[src/rtl/booth_mac_accumulator.sv]
// booth_mac_accumulator
// Sums a programmable number of signed Booth-multiplier products into a wide
// accumulator and returns the dot-product over a valid/ready handshake.
// A sticky overflow flag reports any ACC_W signed overflow within a job.
// Optional build macro: BOOTH_MAC_SATURATE_EN -- when defined the accumulator
// clamps to the signed max/min on overflow; otherwise it wraps modulo 2^ACC_W.
module booth_mac_accumulator #(
  parameter int PROD_W = 32,
  parameter int ACC_W  = 40,
  parameter int CNT_W  = 8
) (
  input  logic              clk,
  input  logic              rst,
  input  logic              start,
  input  logic [CNT_W-1:0]  len,
  input  logic              prod_valid,
  input  logic [PROD_W-1:0] prod,
  output logic              prod_ready,
  output logic              acc_valid,
  output logic [ACC_W-1:0]  acc_out,
  input  logic              acc_ready,
  output logic              busy,
  output logic              overflow
);

  typedef enum logic [1:0] {
    IDLE  = 2'd0,
    ACCUM = 2'd1,
    HOLD  = 2'd2
  } state_t;

`ifdef BOOTH_MAC_SATURATE_EN
  localparam logic [ACC_W-1:0] ACC_MAX = {1'b0, {(ACC_W-1){1'b1}}};
  localparam logic [ACC_W-1:0] ACC_MIN = {1'b1, {(ACC_W-1){1'b0}}};
`endif

  state_t             state_q, state_d;
  logic [ACC_W-1:0]   acc_q, acc_d;
  logic [CNT_W-1:0]   rem_q, rem_d;
  logic               ovf_q, ovf_d;
  logic               acc_valid_q, acc_valid_d;
  logic               busy_q, busy_d;

  logic [ACC_W:0]     sum_ext;
  logic               sum_ovf;
  logic [ACC_W-1:0]   sum_res;

  // One-bit-wider signed sum; the two top bits disagree exactly on overflow.
  always_comb begin
    sum_ext = {acc_q[ACC_W-1], acc_q}
            + {{(ACC_W+1-PROD_W){prod[PROD_W-1]}}, prod};
    sum_ovf = sum_ext[ACC_W] ^ sum_ext[ACC_W-1];
`ifdef BOOTH_MAC_SATURATE_EN
    // The extra MSB holds the true sign, so it picks the clamp direction.
    if (sum_ovf) begin
      sum_res = sum_ext[ACC_W] ? ACC_MIN : ACC_MAX;
    end else begin
      sum_res = sum_ext[ACC_W-1:0];
    end
`else
    sum_res = sum_ext[ACC_W-1:0];
`endif
  end

  // Next-state and datapath update for the IDLE/ACCUM/HOLD job sequencer.
  always_comb begin
    state_d = state_q;
    acc_d   = acc_q;
    rem_d   = rem_q;
    ovf_d   = ovf_q;
    case (state_q)
      IDLE: begin
        if (start) begin
          acc_d   = '0;
          ovf_d   = 1'b0;
          rem_d   = len;
          state_d = (len != '0) ? ACCUM : HOLD;
        end
      end
      ACCUM: begin
        if (prod_valid) begin
          acc_d = sum_res;
          rem_d = rem_q - CNT_W'(1);
          if (sum_ovf) begin
            ovf_d = 1'b1;
          end
          if (rem_q == CNT_W'(1)) begin
            state_d = HOLD;
          end
        end
      end
      HOLD: begin
        if (acc_ready) begin
          state_d = IDLE;
        end
      end
      default: state_d = IDLE;
    endcase
    acc_valid_d = (state_d == HOLD);
    busy_d      = (state_d != IDLE);
  end

  // State and registered outputs; reset discards any job in flight.
  always_ff @(posedge clk) begin
    if (rst) begin
      state_q     <= IDLE;
      acc_q       <= '0;
      rem_q       <= '0;
      ovf_q       <= 1'b0;
      acc_valid_q <= 1'b0;
      busy_q      <= 1'b0;
    end else begin
      state_q     <= state_d;
      acc_q       <= acc_d;
      rem_q       <= rem_d;
      ovf_q       <= ovf_d;
      acc_valid_q <= acc_valid_d;
      busy_q      <= busy_d;
    end
  end

  // prod_ready depends only on the current state, never on prod_valid.
  assign prod_ready = (state_q == ACCUM);
  assign acc_valid  = acc_valid_q;
  assign acc_out    = acc_q;
  assign busy       = busy_q;
  assign overflow   = ovf_q;

endmodule

[config.mk]
export PLATFORM = sky130hd
export DESIGN_NAME = booth_mac_accumulator
export DESIGN_NICKNAME = d
export VERILOG_FILES = /design/src/rtl/booth_mac_accumulator.sv
export SDC_FILE = /design/constraint.sdc
export NUM_CORES = 1
export LEC_CHECK = 0
export CAP_MARGIN = 5
export CELL_PAD_IN_SITES_DETAIL_PLACEMENT = 0
export CELL_PAD_IN_SITES_GLOBAL_PLACEMENT = 1
export CORE_MARGIN = 8
export CORE_UTILIZATION = 34
export CTS_CLUSTER_DIAMETER = 30
export DETAILED_ROUTE_END_ITERATION = 12
export PLACE_DENSITY = 0.75
export SYNTH_ARGS = -nofsm -noshare
export SYNTH_HDL_FRONTEND = slang
export SYNTH_SLANG_ARGS = --single-unit
[constraint.sdc]
create_clock -name clk -period 2.93 [get_ports clk]
set_input_delay 0.586 -clock clk [delete_from_list [all_inputs] [get_ports clk]]
set_output_delay 0.586 -clock clk [all_outputs]
set_load 0.02 [all_outputs]
======== Word level (Yosys, flattened, before mapping) ========
Cells that the tools add are included.
operators by class
  add/sub/neg operators ................... 2
  equal/unequal tests ..................... 7
  mux-type cells .......................... 16
  bitwise logic cells ..................... 1
  reductions and logical operators ........ 6
operators with widths
  cell                                                                 count
  40-bit 2-to-1 mux                                                    2
  40-bit one-hot mux with 2 select lines                               1
  40-bit by 32-bit adder with 41-bit output                            1
  8-bit 2-to-1 mux                                                     2
  8-bit one-hot mux with 2 select lines                                1
  2-bit 2-to-1 mux                                                     5
  8-bit by 1-bit == test with 1-bit output (second input constant)     1
  8-bit nonzero test                                                   1
  8-bit by 1-bit subtractor with 8-bit output (second input constant)  1
  2-bit one-hot mux with 3 select lines                                1
  2-bit == test (second input constant)                                2
  2-bit != test (second input constant)                                2
  4-bit AND reduction                                                  1
  2-bit nonzero test                                                   2
  1-bit 2-to-1 mux                                                     3
  3-bit AND reduction                                                  1
  2-bit by 1-bit == test with 1-bit output (second input constant)     1
  2-bit logical NOT                                                    1
  2-bit by 1-bit != test with 1-bit output (second input constant)     1
  1-bit one-hot mux with 2 select lines                                1
  1-bit bitwise XOR                                                    1
word-level totals
  register bits after elaboration ......... 53
  output and inout bits ................... 44
  word-level logic and storage cells ...... 38

======== Longest topological paths before layout ========
  word-level depth ........................ 5
  mapped depth ............................ 12
  depth with buffers taken out ............ 12

======== Worst setup path before layout ========
OpenSTA, ideal clock, no wires.
  kind .................................... in2reg
  from .................................... input prod[0]
  to ...................................... register ovf_q (netlist: overflow)
  data arrival time ....................... 2820 ps
  required time ........................... 2803 ps
  setup slack ............................. -17 ps
  stages on the path ...................... 12
  path buffers ............................ 0
  cells stage by stage .................... ha_1 -> inv_1 -> fa_1 -> and2b_1 -> o21ai_1 -> a21boi_2 -> o2111ai_1 -> a211oi_1 -> o21ai_1 -> a211oi_1 -> nor3_1 -> or3b_1
on the way
  cells in the longest elaborated chain, start to end .. 4
ends and longest elaborated chain
  item                                                line  source
  start, declared                                     17    input logic [PROD_W-1:0] prod,
  40-bit by 32-bit adder with 41-bit output           51    + {{(ACC_W+1-PROD_W){prod[PROD_W-1]}}, prod};
  1-bit bitwise XOR                                   52    sum_ovf = sum_ext[ACC_W] ^ sum_ext[ACC_W-1];
  2-bit by 1-bit != test with 1-bit output (no line)  --
  4-bit AND reduction (no line)                       --
  end signal, assigned                                116   ovf_q <= ovf_d;
  end, declared                                       40    logic ovf_q, ovf_d;
Every way passes these cells.
A chain may end at the register's enable or synchronous reset.

======== Worst setup path after layout ========
  from .................................... input prod[3]
  to ...................................... register ovf_q (netlist: overflow)
Same word-level chain as after synthesis.

==> reports/results.txt <==
Dominant synthesized flop cell - dfxtp_1
Post-synthesis mux area share - 0.7699%
DRC errors left - 0
Antenna Cells - 0
Vias in the first global route - 4677
Post-Synth XOR/XNOR Area - 6.633%
RR Endpoint - overflow$_SDFFE_PP0P_
CTS Root Cell - clkbuf_16
Placed cells - 885
Slew HR - 35.15%
Global-route met2 utilization - 28.84%
IO Pins - 89
Largest family of logic cells by synthesized area - compound AO/OA/AOI/OAI gates
Largest net degree at the start of global routing - 24
Clock Pin Slew Worst Setup and Hold Paths - 0.07 ns
Post-Syn Area - 4225 sq um
Fin cells - 903
Vias per inst - 5.258
Asr flop ratio synth - 0%
Setup TNS - 0 ns
Clock tree from TritonCTS - done
Global-route usage over all layers - 16.81%
Die area - 16250 sq um
Routed len/inst - 15.75 um
Synth Area in Compound Gates - 29.29%
Share of cells above drive strength 1 - 29.12%
Top cell type's share of synthesized area - 25.11%
Status - finished, final reports clean
Req. time, crit path - 3.13 ns
Lkg Pwr - 2.872 nW
Final hold violations - 0
Placer Congestion - 0.8828
CTS H-tree lvls - 2
Crit-path max FO - 5
Via count - 4748
First-pass GRT wire length - 22450 um
Reg2reg path depth - 12
Post-cts hold buffer count - 0
Met3 Use GR - 4.493%
Area growth syn-to-layout - 58.28%
Synth warn - 0
Post-Synth Simple-Gate Area - 20.82%
GR Layer Usage met1 - 20.02%
Hold Crit Class - flip-flop to flip-flop
Most instantiated cells after synthesis - 54 x nand2_1, 53 x dfxtp_1, 52 x a21oi_1, 47 x nor2_1, 42 x ha_1
Syn nets - 626
Core Util, Final - 55.45%
DRT antenna net count - 0
GR peak layer - met2
Register bit total from synthesis - 53
GRT overflow - 0
Site Rows - 40
DIE HEIGHT - 127.5 um
Worst setup path endpoint - overflow$_SDFFE_PP0P_
Tot Pwr - 2.285 mW
Synth unique cells - 81
Hold Startpoint - acc_out[22]$_SDFFE_PP0P_
Clock Sinks - 53
Hold depth - 2
Initial antenna violation count - 0
Register area - 1061 sq um
Chip Width - 127.5 um
Peak supply drop - 0.2082 mV
Fin. max-slew vios - 0
Port buffer count - 88
Sequential area share after synthesis - 25.11%
Crit start category - input port
Multi-input logic area - 3358 sq um
Post-synth EDFFs - 0
Flop-to-flop setup slack - 0.21 ns
CP arrival - 3.05 ns
Minimum clock period - 2.852 ns
Worst Setup End Kind - flip-flop
Synth Instances - 538
Post-place setup slack - -0.7224 ns
Final setup vio count - 0
PwrDens - 341.6 nW/um^2
Iter 0 DRT Violations - 202
Tightest Pin Transition - 0.9692 ns
WS Path Type - input port to flip-flop
Inserted Clock Buffers - 5
Placeable Area - 12060 sq um
Reg2reg start - acc_out[0]$_SDFFE_PP0P_
Starting density of the core - 35.03%
Cell with the most instances after synthesis - nand2_1
Fillers - 1147
DR pass1 iterations - 4
Critical Path Start - prod[3]
Nets - 822
Final worst slack - 0.07770 ns
Top post-synthesis cells by area - dfxtp_1 25%, ha_1 12%, a21oi_1 6.2%
Clock Skew - 0.008381 ns
Clk Latency, worst-skew pair - 0.31 ns
Dpl hpwl - 10930 um
Syn Area/Cell - 7.854 sq um
Leading area contributor after synthesis - dfxtp_1
Max_cap viols - 0
Max Buffers Root-to-Sink - 2
FMAX - 350.6 MHz
Synthesized-area fraction occupied by adder cells - 12.91%
Routed wire length - 14220 um
Final critical-path share of the clock period - 97.35%
==> per-stage QoR <==
stage               area [sq um]  hold slack, ns
global placement            6055          0.4576
CTS                         6361          0.4813
finish                      6688          0.4796
floorplan                   4229          0.4437
global route                6688          0.5061
detailed placement          6055          0.4708
==> kinds of logic (layout without fill, tap and decap cells) <==
group | Yosys count | after routing
adders and majority gates | 43 | 43
buffers and inverters | 40 | 237
muxes | 3 | 3
DFF | 53 | 53
AOI/OAI and AO/OA | 190 | 190
and+or+nand+nor | 177 | 177
xor gates and xnor gates | 32 | 32
==> cell type report <==
cell class | instances | area share (%)
multi-input cells | 445 | 50.22
repair buffers | 213 | 27.67
flip-flops and latches | 53 | 15.87
well taps | 168 | 3.143
clock buffers | 5 | 1.871
inverters | 16 | 0.8980
clock inverters | 3 | 0.3368
==> state kept, by name (all words and copies together) (netlist names) <==
name       count
acc_out       40
acc_valid      1
busy           1
overflow       1
rem_q          8
state_q        2
==> placed cells by master, fill, tap and decap left out, types with 4 or more instances in the layout <==
| cell | instances |
|---|---|
| a21oi_1 | 45 |
| a21oi_4 | 4 |
| a21oi_2 | 6 |
| nand2_1 | 50 |
| nand2b_1 | 4 |
| clkdlybuf4s50_1 | 75 |
| nor2_1 | 46 |
| o21ai_2 | 6 |
| clkbuf_16 | 5 |
| ha_1 | 26 |
| nand2_2 | 4 |
| dfxtp_1 | 53 |
| ha_4 | 12 |
| xor2_1 | 15 |
| dlymetal6s2s_1 | 7 |
| a31oi_1 | 6 |
| xnor2_1 | 17 |
| or3_1 | 5 |
| inv_2 | 4 |
| inv_1 | 11 |
| nand3_1 | 8 |
| nand4_1 | 8 |
| dlygate4sd2_1 | 5 |
| a21o_1 | 17 |
| a22oi_1 | 16 |
| buf_4 | 123 |
| a211oi_1 | 4 |
| ha_2 | 4 |
| o21ai_1 | 4 |
| o21ai_0 | 38 |
| nor3_1 | 12 |
==> per-layer routing <==
layer | routed length, um | part of all wire (%)
met2 | 6852 | 48
met5 | 0 | 0
met3 | 863 | 6.1
met4 | 235 | 1.7
met1 | 6267 | 44
==> power by group <==
part | total [mW] | switching [mW] | internal [mW]
combinational | 0.858 | 0.425 | 0.433
sequential | 0.799 | 0.0390 | 0.759
clock | 0.628 | 0.308 | 0.320
total | 2.28 | 0.772 | 1.51
==> worst min-delay path by stage <==
stage,to
after floorplan,rem_q[4]$_SDFFE_PP0P_
after global placement,rem_q[4]$_SDFFE_PP0P_
after detailed placement,rem_q[6]$_SDFFE_PP0P_
after CTS,rem_q[6]$_SDFFE_PP0P_
after global routing,rem_q[4]$_SDFFE_PP0P_
final,acc_out[22]$_SDFFE_PP0P_
==> critical path, cell delays in order <==
cell and delay [ns]:
clkdlybuf4s50_1 0.41, ha_1 0.29, o21ai_0 0.08, o21ai_1 0.26, o22a_4 0.22, a221oi_4 0.08, or4_4 0.54, o211ai_4 0.11
o211ai_1 0.13, or3b_1 0.35
==> what timing repair did <==
| item | CTS | global route |
|---|---|---|
| setup endpoints to repair | 19 | 18 |
| pin swaps | 17 | 30 |
| setup buffers | 3 | 7 |
| gates resized for setup | 31 | 50 |
Power figures use the tool's default switching activity.
